[src/rtl/delay_pkg.sv]
// Shared definitions for the delay strobe generator and its period monitor.
// Both sides import these defaults so they agree on the terminal count and
// the gap counter width without repeating literals.
package delay_pkg;

    typedef enum logic [1:0] {
        SYNC   = 2'd0,
        HUNT   = 2'd1,
        LOCKED = 2'd2
    } mon_state_t;

    localparam int DEF_N     = 1250;
    localparam int DEF_CBITS = 11;

    // The generator counts 0..n, so one strobe appears every n+1 cycles.
    function automatic int calcPeriod(input int n);
        return n + 1;
    endfunction

    // Shortest accepted period.
    function automatic int calcLower(input int n, input int tol);
        return n + 1 - tol;
    endfunction

    // Longest accepted period.
    function automatic int calcUpper(input int n, input int tol);
        return n + 1 + tol;
    endfunction

endpackage

[src/rtl/delay_tick_monitor_if.sv]
// Strobe input and status outputs of the tick monitor, bundled together.
// The monitor is the slave; whoever drives the strobe and reads the
// status is the master.
interface delay_tick_monitor_if #(
    parameter int CBITS = 11,
    parameter int MBITS = 8
);
    logic             sig;
    logic [CBITS-1:0] gap;
    logic             locked;
    logic             early;
    logic             late;
    logic             err;
    logic [MBITS-1:0] miss_cnt;

    modport master (
        output sig,
        input  gap, locked, early, late, err, miss_cnt
    );

    modport slave (
        input  sig,
        output gap, locked, early, late, err, miss_cnt
    );
endinterface

[src/rtl/delay_gap_counter.sv]
// Saturating count of cycles since the last accepted strobe, plus the three
// window comparisons the monitor FSM needs. The comparisons are done on the
// raw gap against pre-decremented bounds, so measured = gap+1 never has to
// be formed and cannot overflow the counter width.
module delay_gap_counter
    import delay_pkg::*;
#(
    parameter int CBITS = DEF_CBITS,
    parameter int LO    = calcLower(DEF_N, 0),
    parameter int HI    = calcUpper(DEF_N, 0)
) (
    input  logic             clk,
    input  logic             rst,
    input  logic             i_clear,
    input  logic             i_enable,
    output logic [CBITS-1:0] o_gap,
    output logic             o_inWindow,
    output logic             o_tooEarly,
    output logic             o_timeout
);

    localparam logic [CBITS-1:0] LO_M1   = CBITS'(LO - 1);
    localparam logic [CBITS-1:0] HI_M1   = CBITS'(HI - 1);
    localparam logic [CBITS-1:0] HI_GAP  = CBITS'(HI);
    localparam logic [CBITS-1:0] GAP_ONE = CBITS'(1);
    localparam logic [CBITS-1:0] GAP_MAX = '1;

    logic [CBITS-1:0] r_gap;

    // Clear wins over counting; counting stops at all-ones instead of wrapping.
    always_ff @(posedge clk) begin
        if (rst) begin
            r_gap <= '0;
        end else if (i_clear) begin
            r_gap <= '0;
        end else if (i_enable && (r_gap != GAP_MAX)) begin
            r_gap <= r_gap + GAP_ONE;
        end
    end

    assign o_gap      = r_gap;
    assign o_tooEarly = (r_gap < LO_M1);
    assign o_inWindow = (r_gap >= LO_M1) && (r_gap <= HI_M1);
    assign o_timeout  = (r_gap == HI_GAP);

endmodule

[src/rtl/delay_tick_monitor.sv]
// Period checker for the delay counter strobe. Takes the first strobe as a
// phase reference, then grades each following strobe against the expected
// period, declares lock after a run of good periods and keeps sticky error
// and saturating miss statistics.
module delay_tick_monitor
    import delay_pkg::*;
#(
    parameter int N        = DEF_N,
    parameter int CBITS    = DEF_CBITS,
    parameter int TOL      = 0,
    parameter int LOCK_CNT = 4,
    parameter int MBITS    = 8
) (
    input  logic                clk,
    input  logic                rst,
    delay_tick_monitor_if.slave bus
);

    localparam int P      = calcPeriod(N);
    localparam int LO     = calcLower(N, TOL);
    localparam int HI     = calcUpper(N, TOL);
    localparam int GRBITS = $clog2(LOCK_CNT + 1);

    localparam logic [GRBITS-1:0] GR_ONE   = GRBITS'(1);
    localparam logic [GRBITS-1:0] GR_LOCK  = GRBITS'(LOCK_CNT);
    localparam logic [MBITS-1:0]  MISS_ONE = MBITS'(1);
    localparam logic [MBITS-1:0]  MISS_MAX = '1;

    // The counter must reach the timeout value and still have headroom.
    if ((N + TOL + 2) > (2 ** CBITS - 1)) begin : g_badCbits
        $error("delay_tick_monitor: CBITS too small for N+TOL");
    end
    if (TOL >= P) begin : g_badTol
        $error("delay_tick_monitor: TOL must be smaller than the period");
    end
    if (LOCK_CNT < 1) begin : g_badLock
        $error("delay_tick_monitor: LOCK_CNT must be at least 1");
    end

    mon_state_t        r_state;
    mon_state_t        w_nextState;
    logic [GRBITS-1:0] r_goodRun;
    logic [GRBITS-1:0] w_nextGoodRun;
    logic              w_earlyEv;
    logic              w_lateEv;

    logic              r_locked;
    logic              r_early;
    logic              r_late;
    logic              r_err;
    logic [MBITS-1:0]  r_missCnt;

    logic [CBITS-1:0]  w_gap;
    logic              w_inWindow;
    logic              w_tooEarly;
    logic              w_timeout;
    logic              w_gapClear;
    logic              w_gapEnable;

    // Gap is pinned at 0 until a reference exists and restarts on every
    // strobe or on a timeout.
    assign w_gapClear  = (r_state == SYNC) || bus.sig || w_timeout;
    assign w_gapEnable = (r_state != SYNC);

    delay_gap_counter #(
        .CBITS (CBITS),
        .LO    (LO),
        .HI    (HI)
    ) u_gapCounter (
        .clk        (clk),
        .rst        (rst),
        .i_clear    (w_gapClear),
        .i_enable   (w_gapEnable),
        .o_gap      (w_gap),
        .o_inWindow (w_inWindow),
        .o_tooEarly (w_tooEarly),
        .o_timeout  (w_timeout)
    );

    // Next-state logic: timeout takes precedence over any strobe in the same
    // cycle, so a strobe arriving exactly one cycle too late counts as late
    // but still serves as the new phase reference.
    always_comb begin
        w_nextState   = r_state;
        w_nextGoodRun = r_goodRun;
        w_earlyEv     = 1'b0;
        w_lateEv      = 1'b0;
        unique case (r_state)
            SYNC: begin
                if (bus.sig) begin
                    w_nextState   = HUNT;
                    w_nextGoodRun = '0;
                end
            end
            HUNT, LOCKED: begin
                if (w_timeout) begin
                    w_lateEv      = 1'b1;
                    w_nextGoodRun = '0;
                    w_nextState   = bus.sig ? HUNT : SYNC;
                end else if (bus.sig) begin
                    if (w_inWindow) begin
                        if (r_state == HUNT) begin
                            w_nextGoodRun = r_goodRun + GR_ONE;
                            if ((r_goodRun + GR_ONE) == GR_LOCK) begin
                                w_nextState = LOCKED;
                            end
                        end
                    end else if (w_tooEarly) begin
                        w_earlyEv     = 1'b1;
                        w_nextGoodRun = '0;
                        w_nextState   = HUNT;
                    end
                end
            end
            default: begin
                w_nextState   = SYNC;
                w_nextGoodRun = '0;
            end
        endcase
    end

    // State and good-period run register.
    always_ff @(posedge clk) begin
        if (rst) begin
            r_state   <= SYNC;
            r_goodRun <= '0;
        end else begin
            r_state   <= w_nextState;
            r_goodRun <= w_nextGoodRun;
        end
    end

    // Registered status: one-cycle event pulses, lock flag and statistics.
    always_ff @(posedge clk) begin
        if (rst) begin
            r_locked  <= 1'b0;
            r_early   <= 1'b0;
            r_late    <= 1'b0;
            r_err     <= 1'b0;
            r_missCnt <= '0;
        end else begin
            r_locked <= (w_nextState == LOCKED);
            r_early  <= w_earlyEv;
            r_late   <= w_lateEv;
            if (w_earlyEv || w_lateEv) begin
                r_err <= 1'b1;
                if (r_missCnt != MISS_MAX) begin
                    r_missCnt <= r_missCnt + MISS_ONE;
                end
            end
        end
    end

    assign bus.gap      = w_gap;
    assign bus.locked   = r_locked;
    assign bus.early    = r_early;
    assign bus.late     = r_late;
    assign bus.err      = r_err;
    assign bus.miss_cnt = r_missCnt;

endmodule

[src/flat_wrapper.sv]
// flat-port wrapper written by rule: the top's interface ports become plain ports
module delay_tick_monitor_flat import delay_pkg::*;
#(
    parameter int N        = DEF_N,
    parameter int CBITS    = DEF_CBITS,
    parameter int TOL      = 0,
    parameter int LOCK_CNT = 4,
    parameter int MBITS    = 8
)
  (clk, rst, bus_sig, bus_gap, bus_locked, bus_early, bus_late, bus_err, bus_miss_cnt);
  delay_tick_monitor_if #(.CBITS(CBITS), .MBITS(MBITS)) bus_i ();
  input  logic clk;
  input  logic rst;
  input wire logic [$bits(bus_i.sig)-1:0] bus_sig;
  output wire logic [$bits(bus_i.gap)-1:0] bus_gap;
  output wire logic [$bits(bus_i.locked)-1:0] bus_locked;
  output wire logic [$bits(bus_i.early)-1:0] bus_early;
  output wire logic [$bits(bus_i.late)-1:0] bus_late;
  output wire logic [$bits(bus_i.err)-1:0] bus_err;
  output wire logic [$bits(bus_i.miss_cnt)-1:0] bus_miss_cnt;
  assign bus_i.sig = bus_sig;
  assign bus_gap = bus_i.gap;
  assign bus_locked = bus_i.locked;
  assign bus_early = bus_i.early;
  assign bus_late = bus_i.late;
  assign bus_err = bus_i.err;
  assign bus_miss_cnt = bus_i.miss_cnt;
  delay_tick_monitor #(.N(N), .CBITS(CBITS), .TOL(TOL), .LOCK_CNT(LOCK_CNT), .MBITS(MBITS)) u_core (.clk(clk), .rst(rst), .bus(bus_i));
endmodule
[config.mk]
export PLATFORM = sky130hd
export DESIGN_NAME = delay_tick_monitor_flat
export DESIGN_NICKNAME = d
export VERILOG_FILES = /design/src/rtl/delay_pkg.sv /design/src/rtl/delay_tick_monitor_if.sv /design/src/rtl/delay_gap_counter.sv /design/src/rtl/delay_tick_monitor.sv /design/src/flat_wrapper.sv
export SDC_FILE = /design/constraint.sdc
export NUM_CORES = 1
export LEC_CHECK = 0
export BUFFER_PORTS_ARGS = -buffer_cell sky130_fd_sc_hd__buf_4
export CORE_MARGIN = 5
export CORE_UTILIZATION = 60
export DETAILED_ROUTE_END_ITERATION = 8
export HOLD_SLACK_MARGIN = 0.12
export PLACE_DENSITY = 0.84
export RECOVER_POWER = 50
export SYNTH_ARGS = -nofsm -noshare
export SYNTH_HDL_FRONTEND = slang
export SYNTH_SLANG_ARGS = --single-unit
export TNS_END_PERCENT = 100
[constraint.sdc]
create_clock -name clk -period 3.9 [get_ports clk]
set_input_delay 0.39 -clock clk [delete_from_list [all_inputs] [get_ports clk]]
set_output_delay 0.39 -clock clk [all_outputs]
set_load 0.05 [all_outputs]
* Yosys cells after proc, flatten, opt, wreduce, memory -nomap -nowiden
Cells that the tools add are included.
Cells by class: add/sub/neg operators 3, magnitude comparators 3, equality and inequality tests 11, muxes and demuxes 23, reductions and logical operators 11
Operator list (count):
- $mux 3 | 6
- $mux 2 | 7
- $add 11x1->11 const B | 1
- $eq 11x11->1 const B | 1
- $ge 11x11->1 const B | 1
- $le 11x11->1 const B | 1
- $lt 11x11->1 const B | 1
- $ne 11x11->1 const B | 1
- $add 8x1->8 const B | 1
- $mux 1 | 8
- $ne 8x8->1 const B | 1
- $pmux 3 s2 | 1
- $eq 2x2->1 const B | 2
- $ne 4x2->1 const B | 1
- $ne 4x3->1 const B | 1
- $pmux 2 s2 | 1
- $reduce_and 4->1 | 1
- $reduce_or 2->1 | 2
- $add 3x1->3 const B | 1
- $eq 3x3->1 const B | 1
- $logic_or 1x1->1 | 3
- $ne 3x2->1 const B | 1
- $eq 2x1->1 const B | 1
- $logic_and 1x1->1 | 2
- 4 further kinds | 4
Storage, ports and cells: flip-flop bits (word level) 28

* Logic depth before layout (Yosys ltp)
depth in word-level cells 9, mapped depth 8

* By module
A second synthesis with hierarchy kept.
Second synthesis, totals: cells, all modules 193, area total of the unflattened synthesis 1695.4 um^2
By module, submodules not included:
- delay_tick_monitor | instances 1, cells an instance 109, area an instance 954.7 um^2, sequential area each 340.3 um^2
- delay_gap_counter | instances 1, cells an instance 84, area an instance 740.7 um^2, sequential area each 220.2 um^2

* Worst setup path before layout
No wires, ideal clock.
path kind register to register, start point register u_core.u_gapCounter.r_gap[0], in the netlist u_core.u_gapCounter.o_gap[0], end point register u_core.r_missCnt[5], in the netlist u_core.bus.miss_cnt[5], setup time 123 ps, arrival 2221 ps, data required time 3777 ps, path slack 1555 ps, cell stages (with the launch flop) 8, buffers on the path 0, period minus slack after synthesis 2345 ps, cells stage by stage dfxtp_1 -> inv_1 -> ha_1 -> or2_4 -> a41oi_2 -> a21boi_4 -> nor4b_1 -> mux2_1
Between the ends: word-level cells in the longest chain between the ends 8, elaborated cells between the ends (all ways) 14, those cells by class order compare (3); eq/ne (1); mux (7); reduce/logical (3)
Ends and longest elaborated chain:
- start, declared | RTL line delay_gap_counter.sv:28 | logic [CBITS-1:0] r_gap;
- start signal, assigned | RTL line delay_gap_counter.sv:37 | r_gap <= r_gap + GAP_ONE;
- $lt 11x11->1, or another cell as far along | RTL line delay_gap_counter.sv:42 | assign o_tooEarly = (r_gap < LO_M1);
- $mux 1 / $logic_and 1x1->1 (equally long branches) | RTL line delay_tick_monitor.sv:108, delay_gap_counter.sv:43
- $mux 1 | RTL line delay_tick_monitor.sv:101 | if (w_inWindow) begin
- $mux 1 | RTL line delay_tick_monitor.sv:100 | end else if (bus.sig) begin
- $mux 1 | RTL line delay_tick_monitor.sv:96 | if (w_timeout) begin
- $mux 1 | RTL line delay_tick_monitor.sv:88 | unique case (r_state)
- $logic_or 1x1->1 (*) | RTL line delay_tick_monitor.sv:145 | if (w_earlyEv || w_lateEv) begin
- $reduce_and 2->1 (no source line) (*)
- end signal, assigned | RTL line delay_tick_monitor.sv:148 | r_missCnt <= r_missCnt + MISS_ONE;
- end, declared | RTL line delay_tick_monitor.sv:51 | logic [MBITS-1:0] r_missCnt;
Every way passes the cells marked *; elsewhere a longest branch is shown, timed or not. A chain may end at the register's enable or synchronous reset.

* Final worst setup path
Same ends and word-level chain as after synthesis.

==> results.json <==
{
  "outcome": "completed",
  "yosys_warnings": 0,
  "period_share": 0.595,
  "tightest_slew_ps": 603,
  "overflow": 0,
  "ys_seq_area_frac": 0.344,
  "die_w_microns": 62.1,
  "wl_per_cell_microns": 15.1,
  "slew_viol_final": 0,
  "cts_root_buf": "clkbuf_4",
  "clock-skew-final_ps": 2.94,
  "ant_nets": 0,
  "p_sw_uw": 129,
  "vias": 1443,
  "reg2reg_from": "u_core.u_gapCounter.o_gap[0]",
  "htreeDepth": 1,
  "nets": 216,
  "dp_cells": 230,
  "instances_no_fill": 234,
  "ys_async_sr_fraction": 0,
  "hpwl_microns": 2660,
  "cp-startpoint": "u_core.u_gapCounter.o_gap[0]",
  "setup_viol": 0,
  "syn_to_final_growth_pct": 6.75,
  "numPortBuffers": 25,
  "hp-class": "in2reg",
  "peakVddDrop_uv": 259,
  "drtIter0Drc": 86,
  "tns_ps": 0,
  "path_max_fanout": 10,
  "die_area_sq_um": 3860,
  "cts_resized": 0,
  "syn-num-nets": 196,
  "crit_family": "simple AND/OR/NAND/NOR gates",
  "rsz0062_at_grt": "no",
  "fmax_mhz": 431,
  "crit_type": "reg2reg",
  "grt_usage": 0.182,
  "synth_edf_count": 0,
  "diodes": 0,
  "antenna_found_initial": 0,
  "slowest_stage": "dfxtp_1",
  "synth_area_per_cell_sq_um": 8.87,
  "min_from": "rst",
  "hold_violations": 0,
  "grt_pass1_vias": 1365,
  "syn-cell-area_sq_um": 1630,
  "startpoint_type": "register",
  "grt_pass1_wl_microns": 5840,
  "holdBufCountCts": 0,
  "cts_tree": "yes",
  "die_h_microns": 62.1,
  "cp-end-kind": "register",
  "layout_min_cycle_time_ps": 2320,
  "syn_inst": 184,
  "postCtsSetupBuffers": 0,
  "sequentialPowerShare": 0.593,
  "drt_wl_total_microns": 3540,
  "p_per_area_nw_per_um2": 285,
  "ys_seq_elements": 28,
  "pwr-share-clk": 0.287,
  "firstDrtPassIters": 6,
  "synthFlopType": "dfxtp_1",
  "crit_arrival_ps": 2560,
  "core_area_sq_um": 2690,
  "cts.sinks": 28,
  "rows": 19,
  "initial_core_util": 0.607,
  "viasPerCell": 6.17,
  "crit_buf_inv": 0,
  "grt_max_degree": 22,
  "comb_power_share": 0.120,
  "drc": 0,
  "clk_latency_ps": 330,
  "numCtsBuffers": 3,
  "synth_cell_types": 53,
  "maxCapViolCount": 0,
  "layout-drive-gt1-share": 0.0739,
  "max_stage_delay_ps": 380,
  "ios": 26,
  "p_sw_frac": 0.261,
  "gp_congestion": 0.951,
  "crit_required_ps": 4140,
  "cts.clk_slew.worst_paths_ps": 150,
  "p_int_uw": 366,
  "slew_headroom": 0.592,
  "p_leak_nw": 0.652,
  "num-fill-cells": 245,
  "worstPathCellList": "ha_1 > or2_4 > a41oi_1 > a21boi_4 > nor4b_1 > mux2_1",
  "clock_path_buffers": 2
}
==> cell type report <==
type,count,area [sq um],area share
Sequential cell,28,561,0.322
Multi-Input combinational cell,139,978,0.562
Inverter,7,26.3,0.0151
Clock buffer,4,36.3,0.0208
Tap cell,31,38.8,0.0223
Timing Repair Buffer,25,101,0.0582
==> per-layer routing <==
metal / wire (microns) / global-route usage / vias up
met1: 1430 / 0.202 / 668
met3: 178 / 0.0252 / 10
met4: 110 / 0.111 / 0
li1: - / - / 709
met2: 1820 / 0.321 / 56
met5: 0 / 0 / -
==> synthesized netlist by cell type, types with 3 or more instances <==
cell	n	area share
dfxtp_1	28	0.34
and2_1	3	0.012
nand2_1	11	0.025
a211oi_1	6	0.028
nor2b_1	4	0.015
nor3_1	6	0.018
clkbuf_1	5	0.012
nand3_1	9	0.028
inv_1	7	0.016
and3_1	7	0.027
nand2b_1	3	0.012
nand4_1	4	0.015
nor2_1	21	0.048
ha_1	9	0.069
a311oi_1	3	0.016
a41oi_1	3	0.016
xor2_1	7	0.038
a31oi_1	3	0.012
a21oi_1	3	0.0092
==> registers in the layout (all words and copies together) (netlist names) <==
name                       cells
u_core.bus.late                1
u_core.bus.miss_cnt            8
u_core.u_gapCounter.o_gap     11
u_core.bus.err                 1
u_core.bus.locked              1
u_core.r_state                 2
u_core.bus.early               1
u_core.r_goodRun               3
==> power groups by stage <==
| stage | Sequential [mW] | Combinational (mW) | Clock (mW) |
|---|---|---|---|
| final | 0.294 | 0.0595 | 0.142 |
| after global routing | 0.295 | 0.0657 | 0.161 |
| after CTS | 0.294 | 0.0623 | 0.148 |
| after detailed placement | 0.300 | 0.0620 | 0 |
| after global placement | 0.300 | 0.0607 | 0 |
| after floorplan | 0.310 | 0.0370 | 0 |
==> per-stage QoR <==
stage                util  cell area [sq um]  setup slack (ps)  hold slack [ps]  power, mW
finish              0.648               1740              1580              357      0.496
global route        0.648               1740              1390              356      0.522
detailed placement  0.670               1800              1750              468      0.362
global placement    0.670               1800              1840              453      0.361
floorplan               -               1630              1560              469      0.347
CTS                 0.683               1840              1720              349      0.505
==> worst register-to-register path, delay by kind of cell, from the launching register on <==
family / cells / cell delay (ps)
AO/OA/AOI/OAI: 2 / 510
multiplexers: 1 / 350
AND/OR/NAND/NOR: 2 / 660
adder cells (fa/ha/maj): 1 / 330
flip-flops: 1 / 380
==> layout by cell type, fill, tap and decap left out, drive strengths merged, types with 2 or more instances in the layout <==
| cell | n |
|---|---|
| a211o | 2 |
| a211oi | 6 |
| a21boi | 2 |
| a21oi | 3 |
| a311oi | 3 |
| a31oi | 3 |
| a41oi | 5 |
| and2 | 3 |
| and3 | 7 |
| buf | 2 |
| clkbuf | 27 |
| dfxtp | 28 |
| ha | 9 |
| inv | 7 |
| mux2 | 2 |
| mux2i | 2 |
| nand2 | 11 |
| nand2b | 3 |
| nand3 | 9 |
| nand4 | 4 |
| nor2 | 21 |
| nor2b | 4 |
| nor3 | 7 |
| nor3b | 2 |
| nor4 | 2 |
| nor4b | 2 |
| o21ai | 2 |
| xnor2 | 2 |
| xor2 | 7 |
==> worst paths after layout <==
check / cells past startpoint / end / slack (ps)
worst max-delay path: 6 / u_core.bus.miss_cnt[5] / 1580
worst min-delay path: 2 / u_core.bus.miss_cnt[3] / 360
worst max register to register: 6 / u_core.bus.miss_cnt[5] / 1580
worst min register to register: 2 / u_core.bus.err / 490
==> logic make-up after synthesis <==
kind of cell | after synthesis | share of synthesized area
compound gates | 34 | 0.179
fa+ha+maj | 9 | 0.0690
mux | 4 | 0.0261
flops | 28 | 0.344
xor+xnor | 9 | 0.0483
simple gates | 83 | 0.282
buf+inv | 17 | 0.0522
Note: power is estimated with default switching activity, not from simulation.
